`config.mk`:
```
export PLATFORM = sky130hd
export DESIGN_NAME = pipelined_add_sub
export DESIGN_NICKNAME = d
export VERILOG_FILES = /design/src/rtl/alu_pkg.sv /design/src/rtl/adder_chunk.sv /design/src/rtl/pipelined_add_sub.sv
export SDC_FILE = /design/constraint.sdc
export NUM_CORES = 1
export LEC_CHECK = 0
export CAP_MARGIN = 20
export CORE_ASPECT_RATIO = 1.1
export CORE_UTILIZATION = 55
export DETAILED_ROUTE_END_ITERATION = 10
export GPL_TIMING_DRIVEN = 0
export PLACE_DENSITY = 0.8
export SYNTH_ARGS = -nofsm -noshare
export SYNTH_HDL_FRONTEND = slang
export SYNTH_SLANG_ARGS = --single-unit
```
`constraint.sdc`:
```
create_clock -name clk -period 3.65 [get_ports clk]
set_input_delay 0.365 -clock clk [delete_from_list [all_inputs] [get_ports clk]]
set_output_delay 0.365 -clock clk [all_outputs]
set_load 0.05 [all_outputs]
```
`src/rtl/alu_pkg.sv`:
```
// Shared ALU definitions: the add/subtract opcode encoding and the status
// flag bundle. The adder/subtractor and the ALU result mux both use them.
package alu_pkg;

  localparam logic OP_ADD = 1'b0;
  localparam logic OP_SUB = 1'b1;

  typedef struct packed {
    logic c_out;
    logic ovf;
    logic zero;
  } alu_flags_t;

endpackage

```
`src/rtl/adder_chunk.sv`:
```
// Combinational W-bit adder slice: one chunk of the split carry chain.
//   x, y : chunk operands
//   ci   : carry into the chunk
//   s    : chunk sum
//   co   : carry out of the chunk
module adder_chunk #(
  parameter int W = 16
) (
  input  logic [W-1:0] x,
  input  logic [W-1:0] y,
  input  logic         ci,
  output logic [W-1:0] s,
  output logic         co
);

  assign {co, s} = {1'b0, x} + {1'b0, y} + {{W{1'b0}}, ci};

endmodule

```
`src/rtl/pipelined_add_sub.sv`:
```
// Pipelined two's-complement adder/subtractor. The carry chain is cut into
// STAGES chunks of WIDTH/STAGES bits; stage k adds chunk k using the carry
// registered by stage k-1. Fixed latency of STAGES cycles, 1 op/cycle.
//   clk, rst            : clock, synchronous active-high reset
//   in_valid/in_ready   : operand handshake (in_ready is combinational)
//   a, b, c_in, sub     : operands, carry in, subtract (invert B) select
//   out_valid/out_ready : result handshake
//   sum, c_out, ovf,zero: registered result and status flags
module pipelined_add_sub
  import alu_pkg::*;
#(
  parameter int WIDTH  = 64,
  parameter int STAGES = 4
) (
  input  logic             clk,
  input  logic             rst,
  input  logic             in_valid,
  output logic             in_ready,
  input  logic [WIDTH-1:0] a,
  input  logic [WIDTH-1:0] b,
  input  logic             c_in,
  input  logic             sub,
  output logic             out_valid,
  input  logic             out_ready,
  output logic [WIDTH-1:0] sum,
  output logic             c_out,
  output logic             ovf,
  output logic             zero
);

  localparam int CHUNK = WIDTH / STAGES;
  localparam int LAST  = STAGES - 1;

  if (STAGES < 1 || (WIDTH % STAGES) != 0) begin : g_bad_cfg
    $error("pipelined_add_sub: STAGES must be >= 1 and divide WIDTH");
  end

  // Stage registers: operands ride along until their chunk is consumed,
  // the partial sum accumulates low chunks, c_q carries between chunks.
  logic [STAGES-1:0]            vld_q;
  logic [STAGES-1:0]            c_q;
  logic [STAGES-1:0][WIDTH-1:0] a_q, b_q, s_q;
  alu_flags_t                   flags_q, flags_d;

  // Per-stage inputs (stage 0 straight from the ports) and chunk results.
  logic [STAGES-1:0]            x_c, ch_co;
  logic [STAGES-1:0][WIDTH-1:0] x_a, x_b, x_s, s_d;
  logic [STAGES-1:0][CHUNK-1:0] ch_s;

  logic advance;

  // Global enable: the whole pipe moves or the whole pipe holds.
  assign advance  = ~vld_q[LAST] | out_ready;
  assign in_ready = advance;

  always_comb begin
    x_a[0] = a;
    x_b[0] = (sub == OP_SUB) ? ~b : b;
    x_s[0] = '0;
    x_c[0] = c_in;
    for (int k = 1; k < STAGES; k++) begin
      x_a[k] = a_q[k-1];
      x_b[k] = b_q[k-1];
      x_s[k] = s_q[k-1];
      x_c[k] = c_q[k-1];
    end
  end

  for (genvar k = 0; k < STAGES; k++) begin : g_chunk
    adder_chunk #(.W(CHUNK)) u_chunk (
      .x  (x_a[k][k*CHUNK +: CHUNK]),
      .y  (x_b[k][k*CHUNK +: CHUNK]),
      .ci (x_c[k]),
      .s  (ch_s[k]),
      .co (ch_co[k])
    );
  end

  always_comb begin
    for (int k = 0; k < STAGES; k++) begin
      s_d[k] = x_s[k];
      s_d[k][k*CHUNK +: CHUNK] = ch_s[k];
    end
  end

  // Flags are formed in the last stage so every output comes from a flop.
  // The MSBs of the operands are still intact there (top chunk unconsumed).
  always_comb begin
    flags_d       = '0;
    flags_d.c_out = ch_co[LAST];
    flags_d.zero  = ~|s_d[LAST];
    flags_d.ovf   = (x_a[LAST][WIDTH-1] == x_b[LAST][WIDTH-1]) &&
                    (s_d[LAST][WIDTH-1] != x_a[LAST][WIDTH-1]);
  end

  always_ff @(posedge clk) begin
    if (rst) begin
      vld_q   <= '0;
      a_q     <= '0;
      b_q     <= '0;
      s_q     <= '0;
      c_q     <= '0;
      flags_q <= '0;
    end else if (advance) begin
      vld_q[0] <= in_valid;
      for (int k = 1; k < STAGES; k++) vld_q[k] <= vld_q[k-1];
      a_q     <= x_a;
      b_q     <= x_b;
      s_q     <= s_d;
      c_q     <= ch_co;
      flags_q <= flags_d;
    end
  end

  // Consumed operand chunks and last-stage operand copies are never read.
  logic unused_bits;
  assign unused_bits = ^{x_a, x_b, x_s, c_q[LAST]};

  assign out_valid = vld_q[LAST];
  assign sum       = s_q[LAST];
  assign c_out     = flags_q.c_out;
  assign ovf       = flags_q.ovf;
  assign zero      = flags_q.zero;

endmodule

```
; Word-level counts from Yosys, hierarchy flattened
; Index checks and enable logic that the tools add are counted.
[totals]
reg_bits = 554
in_bits = 134
[op_classes]
addsub = 8
n_eq_ne = 2
mux = 1
bitwise_logic = 3
n_reduce_logical = 3
[ops]
columns = operator, n
row1 = adder 16 x 16 -> 17 bit, 4
row2 = adder 17 x 1 -> 17 bit, 4
row3 = two-way mux 64 bit, 1
row4 = inverter 64 bit, 1
row5 = OR reduction 64 bit, 1
row6 = equality test 1 bit, 1
row7 = logical AND 1 bit, 1
row8 = zero test 1 bit, 1
row9 = != test 1 bit, 1
row10 = inverter 1 bit, 1
row11 = OR 1 bit, 1

; Depth between registers and ports, before layout
[logic_depth]
word_depth = 4
ltp_mapped = 14
depth_no_buf = 12

; Modules after synthesis
; From an unflattened synthesis, not the netlist that was laid out.
[unflattened]
hier_cells = 1986
area_unflattened_um2 = 16525.8
[modules_own_cells]
columns = module, n_inst, cells_each, area_per_inst_um2
row1 = pipelined_add_sub, 1, 1617, 13555.5
row2 = adder_chunk (g_chunk[0].u_chunk ...), 3, 89, 733.2
row3 = adder_chunk (g_chunk[3].u_chunk), 1, 102, 770.7

; Worst setup path after synthesis
; No wires, ideal clock.
[synth_timing]
path_type = in2reg
startpoint = input sub
endpoint = register s_q (netlist bit s_d[78])
arrival_ns = 3.238
required_time_ns = 3.588
setup_slack_ns = 0.350
path_stages = 12
n_path_buf = 3
cell_sequence = buf_2 > buf_1 > buf_1 > xor2_1 > ha_1 > o21ai_1 > a21boi_1 > o211ai_1 > a21oi_1 > or3_1 > a2111o_1 > nand3_1
[synth_via]
elab_chain_len = 3
[synth_rtl]
columns = item, line
row1 = "start, declared", pipelined_add_sub.sv:22  ; input logic sub,
row2 = two-way mux 64 bit, pipelined_add_sub.sv:58  ; x_b[0] = (sub == OP_SUB) ? ~b : b;
row3 = adder 16 x 16 -> 17 bit, adder_chunk.sv:16  ; assign {co, s} = {1'b0, x} + {1'b0, y} + {{W{1'b0}}, ci};
row4 = adder 17 x 1 -> 17 bit, adder_chunk.sv:16
row5 = "end signal, assigned", pipelined_add_sub.sv:101  ; s_q <= '0;
row6 = "end signal, assigned", pipelined_add_sub.sv:109  ; s_q <= s_d;
row7 = "end, declared", pipelined_add_sub.sv:42  ; logic [STAGES-1:0][WIDTH-1:0] a_q, b_q, s_q;
; Every way passes these cells.
; A chain may end at the register's enable or synchronous reset.

; Worst setup path in the final report
[layout_timing]
startpoint = input sub
endpoint = register s_q (netlist bit s_d[79])
; The elaborated chain is that of the path after synthesis.

==> summary.txt <==
SYNTH
-----------------------------------------------------------------------------------------
Number of nets in the synthesized netlist                                            2148
Post-synthesis cell type count                                                         58
Fraction of the yosys area taken by sequential cells                                46.5%
Mapped Area                                                                   0.0156 mm^2
Most numerous cell in the Yosys netlist                                      sky130_fd_sc_hd__nand2_1
Cells after Synth                                                                    1946
Fraction of post-synthesis cell area in the top cell type by area                   46.5%
Post-Syn Area per Cell                                                          8.01 um^2
Proportion of register bits with asynchronous set or reset after synthesis             0%
Seq cells post-synth                                                                  362
Ranking of synthesized cells by area                                         sky130_fd_sc_hd__dfxtp_1 46%, sky130_fd_sc_hd__nand2_1 14%, sky130_fd_sc_hd__a21oi_1 10%, sky130_fd_sc_hd__ha_1 4.8%, sky130_fd_sc_hd__xnor2_1 4.3%
Count of flip-flops with a built-in enable after synthesis                              0
Top cell types by occurrence after synthesis                                 583 x sky130_fd_sc_hd__nand2_1, 362 x sky130_fd_sc_hd__dfxtp_1, 314 x sky130_fd_sc_hd__a21oi_1
Biggest area consumer among synthesized cells                                sky130_fd_sc_hd__dfxtp_1
Main synth FF type                                                           sky130_fd_sc_hd__dfxtp_1
Synthesis Warnings                                                                      0

GLOBAL ROUTING
-----------------------------------------------------------------------------------------
Maximum number of pins on one net before global-route repair                           17
Global-route usage over all layers                                                  30.9%
Vias in the first global route                                                      13880
Final global-route overflow total                                                       0
First-pass GRT wire length                                                        69.8 mm
Initial antenna violation count                                                         0

CLOCK NETWORK
-----------------------------------------------------------------------------------------
Buffer levels on the longest clock path                                                 3
Clock latency at the later pin of the worst-skew pair                             0.52 ns
Number of buffers created by CTS                                                       37
Post CTS Setup Buffer Count                                                             0
Root buffer cell                                                             sky130_fd_sc_hd__clkbuf_16
Clock tree from TritonCTS                                                           built
Number of sinks driven by the clock tree                                              362
Deepest level of the CTS H-tree                                                         2
Clock-pin slew on the worst setup and hold paths                                  0.07 ns

WORST SETUP PATH
-----------------------------------------------------------------------------------------
Setup CP Type                                                                   in -> reg
Worst path max stage delay                                                        0.56 ns
Endpoint arrival time on the critical path                                        3.75 ns
CP bufs+invs                                                                            3
Worst R2R Start                                                                  a_q[176]
Cell family with the largest share of critical-path delay                    buffers and inverters
Critical Path Sink Type                                                          register
Worst setup path endpoint                                                         s_d[79]
End of the worst register-to-register path                                           zero
Largest fanout of any net on the critical path                                         10
Top cell by count, worst path                                                sky130_fd_sc_hd__o21ai_1
Critical Path Source Type                                                      input port
Critical path's slowest cell                                                 sky130_fd_sc_hd__buf_1
Register-to-register path setup slack                                             0.35 ns
Required @ worst endpoint                                                         4.05 ns
Number of cells on the critical path                                                   13
Critical Path Start                                                                   sub
R2r worst-path depth                                                                    9
Cells along the critical path                                                buf_2 -> buf_1 -> buf_1 -> xor2_1 -> ha_1 -> o21ai_0 -> o21ai_1 -> a31oi_1 -> o21ai_1 -> o41ai_2 -> o21ai_1 -> xnor2_1 -> o21ai_1

FINAL LAYOUT
-----------------------------------------------------------------------------------------
Final cell count without fillers                                                     2577
Final nets                                                                           2387
Post-route cell area                                                          0.0194 mm^2
Layout-stage area growth over the synthesis result                                  24.3%
Number of antenna diodes                                                                0
Layout cells sized above 1                                                          3.39%
Fillers                                                                              2282

FLOORPLANNING
-----------------------------------------------------------------------------------------
Core Footprint                                                                0.0279 mm^2
Overall die width                                                                  163 um
Vertical die dimension                                                             179 um
Starting utilization of the core area                                               55.9%
Die area                                                                      0.0290 mm^2
Number of rows in the core area                                                        64
Top-level port count                                                                  203

PLACED DESIGN
-----------------------------------------------------------------------------------------
Detailed placement HPWL                                                           34.1 mm
Worst slack at placement                                                        -0.227 ns
Number of port buffers                                                                201
Final GP Congestion                                                                 0.974
Post-DP Area                                                                  0.0181 mm^2
Cell count after placement                                                           2510

POWER AND IR DROP
-----------------------------------------------------------------------------------------
Peak supply drop                                                                 0.334 mV
Power density cells                                                           502 mW/mm^2
Static Leakage                                                                    7.56 nW

MIN PATH
-----------------------------------------------------------------------------------------
Startpoint of the tightest hold check path                                          a[54]
Worst min path class                                                            in -> reg

STA
-----------------------------------------------------------------------------------------
Hold slack final                                                                 0.384 ns
Setup Viol. Count Final                                                                 0
Clock period minus final worst setup slack                                        3.36 ns
Worst slew pin tran                                                               1.02 ns
Achievable Freq                                                                 0.298 GHz
Share of the clock period used by the worst path                                    91.9%
Skew final                                                                      0.0194 ns
Final max-slew violation count                                                          0
RSZ-0062 raised after global routing                                                   no
Post-layout worst setup margin                                                   0.294 ns
Slew headroom                                                                       32.1%
Count of endpoints failing hold in the final timing report                              0

ROUTE
-----------------------------------------------------------------------------------------
Number of routed nets with antenna violations                                           0
Post-DR vias/cell                                                                    5.61
Iter 0 DRT Violations                                                                 991
Via count of the routed design                                                      14458
Final routed DRC violation total                                                        0
Drt total wl                                                                      44.9 mm
1st-pass router iterations                                                              6
Average detailed-routed wire length per instance                                  17.4 um

RUN STATUS
-----------------------------------------------------------------------------------------
Outcome                                                                      complete, no violations

JOB
-----------------------------------------------------------------------------------------
Max-capacitance violation count                                                         0

-- logic make-up (layout without fill, tap and decap cells) --
| kind of cell | Yosys count | count (layout) | share of synthesized area, % |
|---|---|---|---|
| adders and majority gates | 68 | 68 | 5.84 |
| and+or+nand+nor | 778 | 778 | 20.2 |
| AOI/OAI and AO/OA | 487 | 487 | 18.0 |
| muxes | 2 | 2 | 0.128 |
| xor gates and xnor gates | 102 | 102 | 5.73 |
| buffers and inverters | 147 | 415 | 3.58 |
| DFF | 362 | 362 | 46.5 |
-- registers in the layout, indices dropped and copies added, names as in the netlist --
name,cells
a_q,96
b_q,96
s_d,96
sum,64
vld_q,4
c_q,3
c_out,1
ovf,1
zero,1
-- metal layers --
layer	share of wire [%]	global-route usage, %	routed length, um
met1	40	36.3	17800
met2	47	52.8	21300
met3	7.2	5.56	3220
met4	5.7	18.0	2570
met5	0	0	0
-- through the flow --
step	TNS [ns]	power (W)	utilization, %
5_1_grt	0	0.0101	69.5
6_report	0	0.00973	69.5
3_5_place_dp	-0.898	0.00574	64.8
2_1_floorplan	0	0.00525	-
4_1_cts	0	0.00974	69.5
3_3_place_gp	-0.523	0.00570	64.8
-- where the power goes --
| part | leakage (nW) | internal, W | switching [W] |
|---|---|---|---|
| clock network | 0.647 | 0.00249 | 0.00156 |
| logic | 3.94 | 0.000563 | 0.000724 |
| registers | 2.98 | 0.00422 | 0.000180 |
| total | 7.56 | 0.00727 | 0.00246 |
-- worst reg2reg max path, stage by stage, from the launching register on --
cell	delay, ns
sky130_fd_sc_hd__dfxtp_1	0.33
sky130_fd_sc_hd__fa_1	0.47
sky130_fd_sc_hd__fa_1	0.44
sky130_fd_sc_hd__xnor2_1	0.47
sky130_fd_sc_hd__nand3_1	0.12
sky130_fd_sc_hd__or4_1	0.62
sky130_fd_sc_hd__nor4_1	0.23
sky130_fd_sc_hd__nand3_1	0.13
sky130_fd_sc_hd__nor4b_2	0.23
sky130_fd_sc_hd__a32o_2	0.20
-- cell usage in the layout (no fill, tap or decap), types with 6 or more instances in the layout --
master,netlist,layout
sky130_fd_sc_hd__o21bai_1,6,6
sky130_fd_sc_hd__inv_1,20,20
sky130_fd_sc_hd__or3_1,12,12
sky130_fd_sc_hd__a21oi_1,314,314
sky130_fd_sc_hd__nor2b_1,8,8
sky130_fd_sc_hd__o21a_1,6,6
sky130_fd_sc_hd__a21o_1,10,10
sky130_fd_sc_hd__a211oi_1,65,65
sky130_fd_sc_hd__nand2_1,583,583
sky130_fd_sc_hd__clkbuf_16,0,39
sky130_fd_sc_hd__clkbuf_1,119,124
sky130_fd_sc_hd__o31ai_1,6,6
sky130_fd_sc_hd__nand2b_1,6,6
sky130_fd_sc_hd__nor2_1,93,93
sky130_fd_sc_hd__ha_1,60,60
sky130_fd_sc_hd__nor4_1,15,15
sky130_fd_sc_hd__xor2_1,26,26
sky130_fd_sc_hd__fa_1,8,8
sky130_fd_sc_hd__clkdlybuf4s50_1,0,201
sky130_fd_sc_hd__dfxtp_1,362,362
sky130_fd_sc_hd__o21ai_1,18,18
sky130_fd_sc_hd__xnor2_1,76,76
sky130_fd_sc_hd__nor3_1,20,20
sky130_fd_sc_hd__nand4_1,6,6
sky130_fd_sc_hd__clkbuf_8,0,12
sky130_fd_sc_hd__o21ai_0,27,27
sky130_fd_sc_hd__nand3_1,18,18
-- repair_timing --
action / CTS / global route
endpoints found under the setup margin: 1 / 0
gates resized for setup: 0 / 0
hold buffers: 0 / 0
hold endpoints to repair: 0 / 0
-- area by class of cell --
class | count | area, um^2 | area share [%]
tap | 363 | 454 | 2.34
buffer | 125 | 475 | 2.45
sequential | 362 | 7250 | 37.4
inverter | 21 | 78.8 | 0.407
multi-input combinational | 1437 | 7780 | 40.2
timing repair buffer | 201 | 2010 | 10.4
clock inverter | 11 | 166 | 0.859
clock buffer | 57 | 1160 | 6.00
-- worst min path at each step --
stage	endpoint	depth (start not counted)
CTS	a_q[54]	3
finish	a_q[54]	3
global route	a_q[58]	3
floorplan	s_d[158]	2
detailed placement	sum[15]	2
global placement	sum[6]	2
No activity file was read; power rests on OpenSTA's default activity.
